**src/rtl/serial_adder_ctrl.sv**
```systemverilog
// serial_adder_ctrl: bit-serial WIDTH-bit adder, LSB first, valid/ready on both sides; macro SERIAL_ADDER_SUB_EN adds port sub (a-b mode); ports clk, rst, in_valid/in_ready/a/b/c_in[/sub], out_valid/out_ready/sum/carry, busy
module serial_adder_fa (
  input  logic x,
  input  logic y,
  input  logic ci,
  output logic s,
  output logic co
);
  assign s  = x ^ y ^ ci;
  assign co = (x & y) | (ci & (x ^ y));
endmodule

module serial_adder_ctrl #(
  parameter int WIDTH = 8
) (
  input  logic             clk,
  input  logic             rst,
  input  logic             in_valid,
  output logic             in_ready,
  input  logic [WIDTH-1:0] a,
  input  logic [WIDTH-1:0] b,
  input  logic             c_in,
`ifdef SERIAL_ADDER_SUB_EN
  input  logic             sub,
`endif
  output logic             out_valid,
  input  logic             out_ready,
  output logic [WIDTH-1:0] sum,
  output logic             carry,
  output logic             busy
);
  typedef enum logic [1:0] {IDLE, ADD, DONE} state_t;
  state_t state, state_nx;
  logic [WIDTH-1:0] ra, rb, b_ld;
  logic [5:0] cnt;
  logic c_ld, fs, fc, acc, last;
`ifdef SERIAL_ADDER_SUB_EN
  assign b_ld = sub ? ~b : b;
  assign c_ld = sub | c_in;
`else
  assign b_ld = b;
  assign c_ld = c_in;
`endif
  serial_adder_fa u_fa (.x(ra[0]), .y(rb[0]), .ci(carry), .s(fs), .co(fc));
  assign acc  = in_valid & in_ready;
  assign last = cnt == 6'(WIDTH - 1);
  always_ff @(posedge clk)
    if (rst) state <= IDLE;
    else state <= state_nx;
  always_comb begin
    in_ready  = state == IDLE;
    busy      = state == ADD;
    out_valid = state == DONE;
    state_nx  = state == IDLE ? (in_valid ? ADD : IDLE) :
                state == ADD  ? (last ? DONE : ADD) :
                (out_ready ? IDLE : DONE);
  end
  always_ff @(posedge clk)
    if (rst) begin
      ra    <= '0;
      rb    <= '0;
      cnt   <= '0;
      sum   <= '0;
      carry <= 1'b0;
    end else if (acc) begin
      ra    <= a;
      rb    <= b_ld;
      carry <= c_ld;
      cnt   <= '0;
    end else if (busy) begin
      ra    <= ra >> 1;
      rb    <= rb >> 1;
      carry <= fc;
      sum   <= (sum >> 1) | (WIDTH'(fs) << (WIDTH - 1));
      cnt   <= cnt + 6'd1;
    end
endmodule

```
**config.mk**
```make
export PLATFORM = sky130hd
export DESIGN_NAME = serial_adder_ctrl
export DESIGN_NICKNAME = d
export VERILOG_FILES = /design/src/rtl/serial_adder_ctrl.sv
export SDC_FILE = /design/constraint.sdc
export NUM_CORES = 1
export LEC_CHECK = 0
export ABC_CLOCK_PERIOD_IN_PS = 1550
export BUFFER_PORTS_ARGS = -buffer_cell sky130_fd_sc_hd__buf_2
export CAP_MARGIN = 10
export CORE_ASPECT_RATIO = 1.5
export CORE_MARGIN = 3
export CORE_UTILIZATION = 50
export DETAILED_ROUTE_END_ITERATION = 8
export PLACE_DENSITY = 0.75
export RECOVER_POWER = 25
export SYNTH_ARGS = -nofsm -noshare
export SYNTH_HDL_FRONTEND = slang
export SYNTH_SLANG_ARGS = --single-unit
```
**constraint.sdc**
```tcl
create_clock -name clk -period 1.55 [get_ports clk]
set_clock_uncertainty 0.1 [all_clocks]
set_input_delay 0.2325 -clock clk [delete_from_list [all_inputs] [get_ports clk]]
set_output_delay 0.2325 -clock clk [all_outputs]
set_load 0.005 [all_outputs]
```
After elaboration in Yosys (flattened, before gate mapping)
Cells that the tools add are included.
{"block": "classes", "n_addsub": 1, "eq_ne": 3, "n_mux": 11, "n_bitwise": 8, "reduce_logical": 4}
{"op": "8-bit 2-to-1 mux", "count": 4}
{"op": "2-bit 2-to-1 mux", "count": 4}
{"op": "7-bit by 8-bit bitwise OR with 8-bit output", "count": 1}
{"op": "6-bit by 1-bit adder with 6-bit output (second input constant)", "count": 1}
{"op": "6-bit by 3-bit equality test with 1-bit output (second input constant)", "count": 1}
{"op": "1-bit bitwise AND", "count": 3}
{"op": "1-bit 2-to-1 mux", "count": 3}
{"op": "2-bit by 1-bit equality test with 1-bit output (second input constant)", "count": 1}
{"op": "2-bit equality test (second input constant)", "count": 1}
{"op": "2-bit zero test", "count": 1}
{"op": "2-bit AND reduction", "count": 1}
{"op": "2-bit nonzero test", "count": 1}
{"op": "2-bit OR reduction", "count": 1}
{"op": "1-bit XOR", "count": 2}
{"op": "1-bit NOT", "count": 1}
{"op": "1-bit bitwise OR", "count": 1}
{"block": "word_totals", "reg_bits": 33, "in_bits": 21, "wordCells": 33}

Longest topological paths before layout
{"block": "logic_depth", "ltp_word": 5, "ltp_mapped": 6, "ltp_nobuf": 4}

Cells and area by module
A second synthesis with hierarchy kept.
{"block": "hier_totals", "hier_cells": 165, "hier_area_um2": 1395.1}
{"module": "serial_adder_ctrl", "instances": 1, "cells_per_inst": 164, "area_per_inst_um2": 1375.1}
{"module": "serial_adder_fa", "instances": 1, "cells_per_inst": 1, "area_per_inst_um2": 20.0}

Least setup slack after synthesis
No wires, ideal clock.
{"block": "synth_timing", "path_kind": "flip-flop to flip-flop", "start": "register cnt[0]", "end": "register cnt[4]", "setup_time_ns": 0.070, "t_arrival_ns": 1.055, "required_time_ns": 1.380, "path_slack_ns": 0.326, "path_stages_with_launch": 5, "n_path_buf": 0, "period_less_slack_ns": 1.224, "path_cell_list": "dfxtp_1 > ha_1 > inv_1 > or3_1 > a21oi_1"}
{"block": "synth_between", "elab_chain_cells": 1}
{"element": "from (decl)", "line": "35", "rtl": "logic [5:0] cnt;"}
{"element": "from (signal assigned)", "line": "75", "rtl": "cnt <= cnt + 6'd1;"}
{"element": "6-bit by 1-bit adder with 6-bit output", "line": "75"}
No other way between the ends.
A chain may end at the register's enable or synchronous reset.

Worst setup path in the final report
{"block": "layout_timing", "start": "register state[0]", "end": "output port busy"}
{"block": "layout_between", "elab_chain_cells": 1}
{"element": "from (decl)", "line": "33", "rtl": "state_t state, state_nx;"}
{"element": "from (signal assigned)", "line": "49", "rtl": "else state <= state_nx;"}
{"element": "2-bit by 1-bit equality test with 1-bit output", "line": "52", "rtl": "busy = state == ADD;"}
{"element": "to (decl)", "line": "30", "rtl": "output logic busy"}
No other way between the ends.

==> impl_metrics.env <==
export IMPL_cts_buffers_inserted=5
export IMPL_whs_ns=0.0922
export IMPL_row_count=23
export IMPL_reg2reg_depth=5
export IMPL_final_core_util_pct=64.2
export IMPL_outcome="completed"
export IMPL_portBuffers=32
export IMPL_path_class="flop to output pin"
export IMPL_grt_pass1_wl_um=5090
export IMPL_endpoint_kind="output pin"
export IMPL_cts_htree_levels=2
export IMPL_critPathLaunchType="flop"
export IMPL_layout_cells_non_filler=233
export IMPL_worstMarginPinSlew_ns=0.400
export IMPL_vias=1260
export IMPL_hold_viol=0
export IMPL_drv_cap=0
export IMPL_setup_tns_ns=0
export IMPL_syn_avg_cell_area_um2=9.02
export IMPL_synth_seq_cells=33
export IMPL_hold_start="a[7]"
export IMPL_start_util_pct=52.7
export IMPL_first_global_vias=1226
export IMPL_slew_violations=0
export IMPL_core_area_mm2=0.00271
export IMPL_grt_max_degree=16
export IMPL_hold_path_class="input pin to flop"
export IMPL_arrival_ns=1.14
export IMPL_drive_gt1_share_pct=27.6
export IMPL_leakage_nw=0.733
export IMPL_syn2layout_area_growth_pct=21.9
export IMPL_avgViaCountPerCell=5.41
export IMPL_antenna_found_initial=0
export IMPL_p_per_area_mw_per_mm2=1130
export IMPL_num_io_pins=33
export IMPL_dp_hpwl_um=2120
export IMPL_wire_per_inst_um=12.9
export IMPL_root_buffer="clkbuf_8"
export IMPL_antenna_cells=0
export IMPL_hold_end="ra[7]$_SDFFE_PP0P_"
export IMPL_relSlewSlack_pct=72.9
export IMPL_worstPathMaxFanout=9
export IMPL_clockBufferDepth=2
export IMPL_drc=0
export IMPL_dr_pass1_iters=4
export IMPL_die_w_um=49.6
export IMPL_wirelength_um=3010
export IMPL_routabilityCongestion=0.874
export IMPL_tritoncts="built"
export IMPL_peakVddDrop_uv=952
export IMPL_clock_sinks=33
export IMPL_seq_area_frac_synth_pct=46.4
export IMPL_grt_util_all_layers_pct=18.4
export IMPL_antenna_left=0
export IMPL_fin_crit_sh_pct=94.8
export IMPL_ys_warn_count=0
export IMPL_fin_crit_ns=1.47
export IMPL_yosysUniqueCellTypes=36
export IMPL_clkTransAtPathRegs_ns=0.07
export IMPL_nNetsFinal=218
export IMPL_required_ns=1.22
export IMPL_syn_nets=181
export IMPL_fmax_mhz=680
export IMPL_drtIter0Drc=27
export IMPL_multi_input_area_um2=667
export IMPL_die_area_mm2=0.00354
export IMPL_worstReg2RegStart="state[0]$_SDFF_PP0_"
export IMPL_overflow=0
export IMPL_r2r_slack_ns=0.22
export IMPL_syn_area_mm2=0.00143
export IMPL_r2r_end="ra[2]$_SDFFE_PP0P_"
export IMPL_synthCells=158
export IMPL_dieHeight_um=71.4
export IMPL_register_area_um2=662
export IMPL_dp_cells=222
export IMPL_rsz0062_at_grt="no"
export IMPL_worstSkewPairLatency_ns=0.28
export IMPL_setup_violations=0
export IMPL_fill_cells=237
export IMPL_hold_path_depth=3
## critical path, cell delays in order (launching register included)
cell,delay (ns)
dfxtp_1,0.34
buf_4,0.19
nand2b_1,0.12
inv_4,0.10
buf_2,0.11
## final cells by class
cell class                 instances  area share [%]
clock buffer                       7            4.97
clock inverter                     1            1.73
inverter                           5            1.22
multi-input combinational        109            38.4
sequential                        33            38.1
tap                               37            2.67
timing repair buffer              41            12.9
## logic make-up after synthesis
family	count (synthesis)	synth area share, %
AO/OA/AOI/OAI	51	24.8
AND/OR/NAND/NOR	54	18.5
adder cells (fa/ha/maj)	2	2.28
buffers and inverters	16	6.85
XOR/XNOR	2	1.23
flip-flops	33	46.4
## Yosys cell counts (all sizes together)
cell | count | area [µm²]
and2 | 1 | 6.26
a21oi | 13 | 72.6
nand3 | 2 | 10.0
nor3b | 1 | 12.5
o21ai | 2 | 10.0
clkbuf | 3 | 11.3
fa | 1 | 20.0
nand3b | 1 | 7.51
a22oi | 2 | 15.0
o22ai | 14 | 87.6
o21ba | 1 | 16.3
nand4b | 1 | 23.8
or2 | 1 | 6.26
buf | 8 | 65.1
xor2 | 1 | 8.76
a311oi | 1 | 8.76
o21bai | 1 | 7.51
ha | 1 | 12.5
nand4 | 1 | 6.26
xnor2 | 1 | 8.76
inv | 5 | 21.3
nand2 | 18 | 67.6
or3 | 2 | 12.5
nand2b | 2 | 12.5
o2bb2ai | 1 | 8.76
nor2 | 22 | 82.6
a211oi | 15 | 118
nor4b | 1 | 8.76
a31o | 1 | 8.76
dfxtp | 33 | 661
or2b | 1 | 7.51
## report_power, final
group | total (mW) | leakage (nW) | switching, mW | internal [mW]
logic | 0.218 | 0.403 | 0.114 | 0.104
clock network | 0.823 | 0.0585 | 0.300 | 0.524
registers | 0.925 | 0.271 | 0.0290 | 0.896
total | 1.97 | 0.733 | 0.443 | 1.52
## registers in the layout (all words and copies together), names as in the netlist
register	cells
state	2
cnt	6
rb	8
sum	8
carry	1
ra	8
## per-layer routing
layer,track usage (%),vias to the layer above,share of wire (%)
met2,33.0,39,54
met1,18.8,582,38
met4,10.5,0,2.1
met5,0,-,0
met3,5.20,6,5.6
li1,-,633,-
## cells in the final DEF (no fill, tap or decap), types with 3 or more instances in the layout
| cell | Yosys | final |
|---|---|---|
| a211oi_1 | 14 | 14 |
| a21oi_1 | 11 | 11 |
| buf_2 | 4 | 29 |
| buf_4 | 0 | 9 |
| clkbuf_1 | 3 | 3 |
| clkbuf_8 | 0 | 6 |
| dfxtp_1 | 33 | 32 |
| inv_1 | 3 | 3 |
| nand2_1 | 18 | 18 |
| nor2_1 | 22 | 22 |
| o22ai_1 | 14 | 14 |
## worst max-delay path by stage
stage	slack [ns]	start	cells after the start	endpoint
after floorplan	0.33	cnt[0]$_SDFFE_PP0P_	4	cnt[4]$_SDFFE_PP0P_
after CTS	0.002	state[0]$_SDFF_PP0_	4	busy
after global placement	0.25	state[0]$_SDFF_PP0_	4	cnt[0]$_SDFFE_PP0P_
final	0.08	state[0]$_SDFF_PP0_	4	busy
after global routing	0.03	state[0]$_SDFF_PP0_	4	busy
after detailed placement	0.22	state[0]$_SDFF_PP0_	5	ra[4]$_SDFFE_PP0P_
## metrics by stage
stage	setup WS, ns	power [mW]	cell area, µm²
4_1_cts	0.00237	1.98	1720
2_1_floorplan	0.326	1.09	1430
5_1_grt	0.0273	2.05	1740
3_5_place_dp	0.223	1.15	1600
6_report	0.0804	1.97	1740
3_3_place_gp	0.254	1.14	1600
## timing repair
item	in CTS	in global routing
setup endpoints to repair	2	1
setup buffers	0	3
hold buffers	0	0
gates resized for setup	1	0
No activity file was read; power rests on OpenSTA's default activity.
